$ cat src/rtl/shift_sub_divider.sv
// shift_sub_divider
//
// Sequential restoring divider. It divides a 16-bit dividend by an 8-bit
// divisor and produces one quotient bit per clock. Operands are loaded with
// level-sensitive load strobes, and a rising edge on start launches a
// division. done stays high while the result is valid.
//
// Optional feature macro: DIV_BCD_EN
//   defined   : after the division, a double-dabble pass converts the
//               quotient to 5 BCD digits on q_BCD (32-cycle latency).
//   undefined : no converter; q_BCD is tied to zero (16-cycle latency).
//
// Ports:
//   clk_10kHz  in   1   system clock, rising edge
//   clrn       in   1   asynchronous active-low reset
//   a          in  16   dividend operand
//   b          in   8   divisor operand
//   load_a     in   1   capture a each clock while idle/done
//   load_b     in   1   capture b each clock while idle/done
//   start      in   1   rising edge starts a division
//   q          out 16   quotient
//   r          out  8   remainder
//   done       out  1   result valid
//   dz         out  1   last operation divided by zero
//   q_BCD      out 20   quotient in BCD (zero unless DIV_BCD_EN)

module shift_sub_divider (
  input  logic        clk_10kHz,
  input  logic        clrn,
  input  logic [15:0] a,
  input  logic [7:0]  b,
  input  logic        load_a,
  input  logic        load_b,
  input  logic        start,
  output logic [15:0] q,
  output logic [7:0]  r,
  output logic        done,
  output logic        dz,
  output logic [19:0] q_BCD
);

  typedef enum logic [1:0] {
    IDLE = 2'd0,
    CALC = 2'd1,
`ifdef DIV_BCD_EN
    BCD  = 2'd2,
`endif
    DONE = 2'd3
  } state_t;

  state_t      state_q, state_d;
  logic [15:0] a_reg_q, a_reg_d;
  logic [7:0]  b_reg_q, b_reg_d;
  // The partial remainder always fits in 8 bits after the restoring step.
  // The ninth bit exists only in the trial value used for the comparison.
  logic [7:0]  rem_q, rem_d;
  logic [15:0] quo_q, quo_d;
  logic [4:0]  cnt_q, cnt_d;
  logic        start_prev_q, start_prev_d;
  logic [15:0] q_out_q, q_out_d;
  logic [7:0]  r_out_q, r_out_d;
  logic        done_q, done_d;
  logic        dz_q, dz_d;
`ifdef DIV_BCD_EN
  logic [19:0] bcd_acc_q, bcd_acc_d;
  logic [19:0] bcd_out_q, bcd_out_d;
  logic [19:0] bcd_adj;
`endif

  logic       start_edge;
  logic [8:0] trial;
  logic [8:0] diff;
  logic       ge;
  logic [8:0] rem_next;

  always_comb begin
    state_d      = state_q;
    a_reg_d      = a_reg_q;
    b_reg_d      = b_reg_q;
    rem_d        = rem_q;
    quo_d        = quo_q;
    cnt_d        = cnt_q;
    start_prev_d = start;
    q_out_d      = q_out_q;
    r_out_d      = r_out_q;
    done_d       = done_q;
    dz_d         = dz_q;
`ifdef DIV_BCD_EN
    bcd_acc_d    = bcd_acc_q;
    bcd_out_d    = bcd_out_q;
    // Double-dabble correction: add 3 to every digit of 5 or more before
    // the shift.
    bcd_adj      = bcd_acc_q;
    for (int i = 0; i < 5; i++) begin
      if (bcd_acc_q[4*i +: 4] >= 4'd5) begin
        bcd_adj[4*i +: 4] = bcd_acc_q[4*i +: 4] + 4'd3;
      end
    end
`endif

    start_edge = start & ~start_prev_q;
    trial      = {rem_q, quo_q[15]};
    diff       = trial - {1'b0, b_reg_q};
    ge         = (trial >= {1'b0, b_reg_q});
    rem_next   = ge ? diff : trial;

    case (state_q)
      IDLE, DONE: begin
        // On a start edge, the operands already registered are used. A load
        // on that same edge is deliberately dropped.
        if (start_edge) begin
          state_d = CALC;
          quo_d   = a_reg_q;
          rem_d   = 8'd0;
          cnt_d   = 5'd0;
          done_d  = 1'b0;
          dz_d    = 1'b0;
        end else begin
          if (load_a) a_reg_d = a;
          if (load_b) b_reg_d = b;
        end
      end

      CALC: begin
        if (b_reg_q == 8'd0) begin
          state_d = DONE;
          q_out_d = 16'hFFFF;
          r_out_d = 8'd0;
          dz_d    = 1'b1;
          done_d  = 1'b1;
`ifdef DIV_BCD_EN
          bcd_out_d = 20'h0;
`endif
        end else begin
          quo_d = {quo_q[14:0], ge};
          rem_d = rem_next[7:0];
          cnt_d = cnt_q + 5'd1;
          if (cnt_q == 5'd15) begin
            q_out_d = {quo_q[14:0], ge};
            r_out_d = rem_next[7:0];
            cnt_d   = 5'd0;
`ifdef DIV_BCD_EN
            state_d   = BCD;
            bcd_acc_d = 20'h0;
`else
            state_d = DONE;
            done_d  = 1'b1;
`endif
          end
        end
      end

`ifdef DIV_BCD_EN
      BCD: begin
        // The quotient left in quo_q is shifted out MSB first into the
        // BCD accumulator.
        bcd_acc_d = {bcd_adj[18:0], quo_q[15]};
        quo_d     = {quo_q[14:0], 1'b0};
        cnt_d     = cnt_q + 5'd1;
        if (cnt_q == 5'd15) begin
          state_d   = DONE;
          done_d    = 1'b1;
          bcd_out_d = {bcd_adj[18:0], quo_q[15]};
        end
      end
`endif

      default: state_d = IDLE;
    endcase
  end

  // All state registers. Reset clears everything, so no partial result can
  // survive an abort.
  always_ff @(posedge clk_10kHz or negedge clrn) begin
    if (!clrn) begin
      state_q      <= IDLE;
      a_reg_q      <= 16'd0;
      b_reg_q      <= 8'd0;
      rem_q        <= 8'd0;
      quo_q        <= 16'd0;
      cnt_q        <= 5'd0;
      start_prev_q <= 1'b0;
      q_out_q      <= 16'd0;
      r_out_q      <= 8'd0;
      done_q       <= 1'b0;
      dz_q         <= 1'b0;
`ifdef DIV_BCD_EN
      bcd_acc_q    <= 20'h0;
      bcd_out_q    <= 20'h0;
`endif
    end else begin
      state_q      <= state_d;
      a_reg_q      <= a_reg_d;
      b_reg_q      <= b_reg_d;
      rem_q        <= rem_d;
      quo_q        <= quo_d;
      cnt_q        <= cnt_d;
      start_prev_q <= start_prev_d;
      q_out_q      <= q_out_d;
      r_out_q      <= r_out_d;
      done_q       <= done_d;
      dz_q         <= dz_d;
`ifdef DIV_BCD_EN
      bcd_acc_q    <= bcd_acc_d;
      bcd_out_q    <= bcd_out_d;
`endif
    end
  end

  assign q    = q_out_q;
  assign r    = r_out_q;
  assign done = done_q;
  assign dz   = dz_q;
`ifdef DIV_BCD_EN
  assign q_BCD = bcd_out_q;
`else
  assign q_BCD = 20'h0;
`endif

endmodule
$ cat config.mk
export PLATFORM = sky130hd
export DESIGN_NAME = shift_sub_divider
export DESIGN_NICKNAME = d
export VERILOG_FILES = /design/src/rtl/shift_sub_divider.sv
export SDC_FILE = /design/constraint.sdc
export NUM_CORES = 1
export LEC_CHECK = 0
export CORE_MARGIN = 2
export CORE_UTILIZATION = 30
export CTS_CLUSTER_DIAMETER = 80
export DETAILED_ROUTE_END_ITERATION = 12
export GPL_ROUTABILITY_DRIVEN = 1
export PLACE_DENSITY = 0.52
export SETUP_SLACK_MARGIN = 0.5
export SLEW_MARGIN = 30
export SYNTH_ARGS = -nofsm -noshare
export SYNTH_HDL_FRONTEND = slang
export SYNTH_SLANG_ARGS = --single-unit
$ cat constraint.sdc
create_clock -name clk_10kHz -period 6.8 [get_ports clk_10kHz]
set_clock_uncertainty 0.1 [all_clocks]
set_input_delay 1.36 -clock clk_10kHz [delete_from_list [all_inputs] [get_ports clk_10kHz]]
set_output_delay 1.36 -clock clk_10kHz [all_outputs]
set_load 0.05 [all_outputs]
==> metrics, run 1 <==
Post-Layout Inst Area 0.00491 mm2; Pwr Density 549 mW/mm2; TritonCTS clock tree done; Via density 4.67; Crit path max-delay family simple AND/OR/NAND/NOR gates; Worst VDD drop 0.206 mV; H-tree depth 3; Max Cap Violations 0; Mapped Area 0.00400 mm2; Detail Route Antenna Nets 0; Compound-Gate Fraction of Synth Area 11.7%; XOR/XNOR share of the synthesized area 0.876%; Top FF cell, synth dfrtp_1; clock latency on the worst-skew pair 340 ps; Logic pwr share 50.6%; worst-path cell chain nor4_1 -> nand3_1 -> o211ai_1 -> buf_4 -> a211oi_2 -> a21o_1; ys async rst share 100%; PnR worst setup slack 3580 ps; vias in the first global route 2835; clock buffer depth 2; WP buf/inv 1; area of the multi-input gates 0.00175 mm2; mux share of post-synthesis cell area 12.3%; total grt overflow 0; leakage power 2.28 nW; Ys Warns 0; Core Util, Final 37.4%; Final nets 471; Switch Pwr 1.20 mW; WP data required 6940 ps; setup slack at placement 3280 ps; global-route wire length before repair 14.8 mm; Yosys reg bits 82; Finished Layout Cells 611; cell area after placement 0.00463 mm2; main combinational cell family by area after synthesis simple AND/OR/NAND/NOR gates; Slew Viols, Final 0; Post-Place Cells 595; die height 119 um; Initial Util 30.4%; Sw Ratio 44.4%; total area of sequential cells 0.00205 mm2; DRC viols 0; Worst Setup End Kind flop; Final TNS setup 0 ps; run status finished clean; Post-Synth Adder-Cell Area 3.94%; fraction of layout cells with a size suffix above 1 10.6%; # fillers 1348; clk sink count 82; min Tclk post-route 3220 ps; CTS Buf Count 9; initial DRC count 166; core area 0.0131 mm2; CP Launch Type flop; worst slew pin tran 937 ps; number of flops mapped to enable cells by yosys 0; Hold Violations, Final 0; post-synthesis sequential area ratio 51.3%; antenna diode count 0; post-CTS setup repair buffer count 0; die area 0.0143 mm2; setup violators final 0; FP Rows 42; Synth cell types 45; Clk pin slew, worst setup/hold paths 70 ps; Flop pwr share 31.9%; via count 2854; area grow syn2layout 22.9%; I/O Buffers 54; kind of critical path flop to flop; GP Congestion 0.779; drt first pass iters 4; Hold WS 384 ps; Simple-Gate Fraction of Synth Area 12.8%; RSZ-0062 raised after global routing false; max incr delay on CP 880 ps; CP arrival 3350 ps; io pins 75; DR WL/cell 15.0 um; hold buffers post-CTS 0; Tcrit/Tclk final 47.3%; Max Clock Freq 311 MHz; Root Driver clkbuf_16; post-synthesis instance total 380; Total Routed Length 9.14 mm; largest net degree at the start of global routing 83; All-Layer GR Usage 13.4%; CTS resizes 0; clock power share 17.5%; CP max stage cell nand3_1; Hold Crit Class flop to flop; syn avg cell area 10.5 um2; Final Power 2.70 mW; initial antenna violation count 0; die extent in x 119 um; crit path max fanout 44; slew margin rel. 37.4%; Post-DP HPWL 6.28 mm; Pint 1.50 mW
worst register-to-register path, stage by stage (launching register included):
cell,delay (ps)
dfrtp_1,400
nor4_1,680
nand3_1,880
o211ai_1,370
buf_4,430
a211oi_2,100
a21o_1,170
routing by layer:
layer | part of all wire (%) | GRT usage, % | vias up
met5 | 0 | 0 | -
met4 | 2.2 | 5.74 | 0
met3 | 5.0 | 3.54 | 13
met2 | 45 | 19.7 | 79
met1 | 48 | 18.6 | 1370
li1 | - | - | 1392
kinds of logic (layout without fill, tap and decap cells):
| logic type | Yosys count | after routing |
|---|---|---|
| xor+xnor | 4 | 4 |
| other cells | 1 | 20 |
| mux | 46 | 46 |
| fa+ha+maj | 12 | 12 |
| buf+inv | 49 | 85 |
| simple gates | 115 | 115 |
| flops | 82 | 82 |
| compound gates | 71 | 71 |
power by group through the flow:
stage / Clock (mW) / Combinational (mW) / Sequential [mW]
after floorplan: 0 / 0.856 / 1.04
after global placement: 0 / 1.34 / 0.864
after detailed placement: 0 / 1.38 / 0.868
after CTS: 0.483 / 1.38 / 0.862
after global routing: 0.504 / 1.50 / 0.888
final: 0.472 / 1.37 / 0.861
cells in the mapped netlist, drive strengths merged (2+ instances only):
master	number	area share, %
nor2	7	0.66
a22o	3	0.66
a221o	2	0.50
inv	13	1.2
and2	2	0.31
buf	26	4.8
mux2i	21	5.3
a211oi	3	0.69
o31ai	4	0.75
nand3b	2	0.38
ha	11	3.4
o21ai	29	3.6
nor3	2	0.25
and3	2	0.31
a31oi	4	0.63
a21o	6	1.1
a32oi	4	0.88
nand3	21	2.6
o221ai	2	0.44
nand2	68	6.4
clkbuf	10	0.94
nor2b	2	0.31
nor4	2	0.31
dfrtp	82	51
mux2	25	7.0
o211a	2	0.50
nand2b	4	0.63
a21oi	7	0.88
xnor2	3	0.66
path summary, 6_finish.rpt:
| check | to | startpoint | cells after the start | slack (ps) |
|---|---|---|---|---|
| setup reg to reg | quo_q[0] | b_reg_q[4] | 6 | 3580 |
| min in group asynchronous | q[9] | clrn | 1 | 960 |
| max in group asynchronous | rem_q[1] | clrn | 1 | 5130 |
| setup / recovery | quo_q[0] | b_reg_q[4] | 6 | 3580 |
| hold reg to reg | r[3] | r[3] | 2 | 380 |
| hold / removal | r[3] | r[3] | 2 | 380 |
area by class of cell:
cell class                 instances  share of cell area (%)
multi-input combinational        268                    35.6
tap                              176                    4.48
timing repair buffer              56                    11.3
inverter                          13                   0.993
clock inverter                     7                    1.22
sequential                        82                    41.8
clock buffer                       9                    4.58
sequential cells by signal, indices dropped and copies added, names as in the netlist:
register      count
a_reg_q          16
b_reg_q           8
cnt_q             5
done              1
dz                1
q                16
quo_q            16
r                 8
rem_q             8
start_prev_q      1
state_q           2
placed cells by master, fill, tap and decap left out, types with 4 or more instances in the layout:
master / netlist / layout
nand2b_1: 4 / 4
a31oi_1: 4 / 4
o31ai_1: 4 / 4
inv_1: 13 / 13
o21ai_0: 29 / 29
clkdlybuf4s50_1: 0 / 53
a21oi_1: 7 / 7
conb_1: 1 / 20
mux2i_1: 21 / 21
nand3_1: 21 / 21
ha_1: 11 / 11
a32oi_1: 4 / 4
nand2_1: 68 / 68
nor2_1: 7 / 7
a21o_1: 6 / 6
clkbuf_16: 0 / 9
dfrtp_1: 82 / 82
mux2_2: 25 / 25
Note: power is estimated with default switching activity, not from simulation.
==> inputs of run 2 (changes only) <==
- clock period: 6.8 -> 3.4 ns (I/O delays scaled with it)
==> run 2 against run 1 <==
Core utilization increased by 0.64 points. Design area increased by 1.7%. Combinational power increased by 100%. Largest power group unchanged. Routed wire length increased by 2.4%. Fmax increased by 21%.
==> metrics, run 2 (synthesis results as in run 1) <==
run status finished clean; TritonCTS clock tree done; largest net degree at the start of global routing 49 (-41%); Hold Crit Class primary input to asynchronous set/reset pin; Max Cap Violations 0 (unchanged); Hold Violations, Final 0 (unchanged); post-CTS setup repair buffer count 0 (unchanged); CP Launch Point b_reg_q[3]; Sw Ratio 42.9% (-1.4 points); Detail Route Antenna Nets 0 (unchanged); Crit path max-delay family compound AO/OA/AOI/OAI gates; DR WL/cell 15.1 um (+1.2%); slew margin rel. 47.8% (+10 points); die extent in x 119 um (unchanged); WP buf/inv 1 (unchanged); Pwr Density 1110 mW/mm2 (+100%); H-tree depth 3 (unchanged); R2R setup slack 750 ps (-2830 ps); clock buffer depth 2 (unchanged); Total Routed Length 9.36 mm (+2.4%); vias in the first global route 2951 (+4.1%); Clk pin slew, worst setup/hold paths 60 ps (about the same); total grt overflow 0 (unchanged); Flop pwr share 31.0% (-0.9 points); setup violators final 0 (unchanged); I/O Buffers 54 (unchanged); io pins 75 (unchanged); Worst Setup End Kind flop; area of the multi-input gates 0.00175 mm2 (-0.36%); Post-DP HPWL 6.63 mm (+5.6%); Hold WS 261 ps (-123 ps); total area of sequential cells 0.00205 mm2 (unchanged); via count 2922 (+2.4%); Switch Pwr 2.38 mW (+99%); most frequent cell on the critical path a21oi_1; launch point of the worst reg-to-reg path b_reg_q[3]; max incr delay on CP 620 ps (-260 ps); Final TNS setup 0 ps (unchanged); clk sink count 82 (unchanged); initial antenna violation count 0 (unchanged); CP max stage cell o211a_1; reg2reg path depth 7 (+1); antenna diode count 0 (unchanged); WP data required 3520 ps (-3420 ps); drt first pass iters 4 (unchanged); Pint 3.16 mW (+110%); RSZ-0062 raised after global routing false; DRC viols 0 (unchanged); hold buffers post-CTS 0 (unchanged); Slew Viols, Final 0 (unchanged); leakage power 2.33 nW (+2.2%); clock latency on the worst-skew pair 340 ps (about the same); Max Clock Freq 377 MHz (+21%); die height 119 um (unchanged); Finished Layout Cells 618 (+1.1%); FP Rows 42 (unchanged); clock power share 19.1% (+1.6 points); Tcrit/Tclk final 78.0% (+31 points); setup slack at placement 766 ps (-2520 ps); Final nets 478 (+1.5%); area grow syn2layout 25.0%; fraction of layout cells with a size suffix above 1 12.0% (+1.4 points); CP arrival 2770 ps (-580 ps); kind of critical path flop to flop; Reg-to-Reg End rem_q[6]; core area 0.0131 mm2 (unchanged); most frequent cells in the layout 82 x dfrtp_1, 68 x nand2_1, 53 x clkdlybuf4s50_1; Initial Util 30.4% (unchanged); min Tclk post-route 2650 ps (-565 ps); # fillers 1331 (-1.3%); CP Launch Type flop; CTS resizes 0 (unchanged); Worst VDD drop 0.410 mV (+99%); Via density 4.73 (+1.2%); CTS Buf Count 9 (unchanged); GP Congestion 0.827 (+6.1%); All-Layer GR Usage 14.0% (+0.59 points); crit path max fanout 18 (-59%); initial DRC count 130 (-22%); Root Driver clkbuf_16; worst-path cell chain inv_1 -> ha_1 -> a21o_1 -> a21oi_1 -> o211a_1 -> a21oi_1 -> a221o_1; commonest non-fill, non-tap cell in the layout dfrtp_1; PnR worst setup slack 748 ps (-2830 ps); global-route wire length before repair 15.6 mm (+5.7%); die area 0.0143 mm2 (unchanged); Final Power 5.55 mW (+110%); worst slew pin tran 776 ps (-160 ps); Logic pwr share 49.8% (-0.8 points); Post-Place Cells 602 (+1.2%)
[run 2: per-layer routing]
layer	share of wire [%]	vias up	track usage, %
met2	45	69	21.0
li1	-	1414	-
met5	0	-	0
met1	50	1433	19.8
met3	3.9	6	3.21
met4	1.1	0	4.78
[run 2: through the flow]
step                      area [um2]  utilization [%]
final                           5000             38.0
after CTS                       5000             38.0
after global routing            5000             38.0
after global placement          4670             35.6
after floorplan                 4070                -
after detailed placement        4670             35.6
[run 2: worst max path at each step]
stage / end / slack (ps) / depth (start not counted)
5_1_grt: rem_q[6] / 550 / 7
3_3_place_gp: a_reg_q[2] / 760 / 6
3_5_place_dp: rem_q[6] / 770 / 6
6_report: rem_q[6] / 750 / 7
4_1_cts: rem_q[6] / 750 / 7
2_1_floorplan: rem_q[6] / 1120 / 7
[run 2: final cells by class]
type | count | share of cell area (%)
clock inverter | 7 | 2.03
multi-input combinational | 268 | 34.9
tap | 176 | 4.41
sequential | 82 | 41.1
timing repair buffer | 63 | 12.1
clock buffer | 9 | 4.51
inverter | 13 | 0.976
[run 2: power by group through the flow]
| stage | combinational, mW | sequential [mW] | clock [mW] |
|---|---|---|---|
| floorplan | 1.71 | 2.07 | 0 |
| global placement | 2.74 | 1.73 | 0 |
| detailed placement | 2.78 | 1.74 | 0 |
| CTS | 2.79 | 1.72 | 1.09 |
| global route | 3.05 | 1.78 | 1.14 |
| finish | 2.76 | 1.72 | 1.06 |
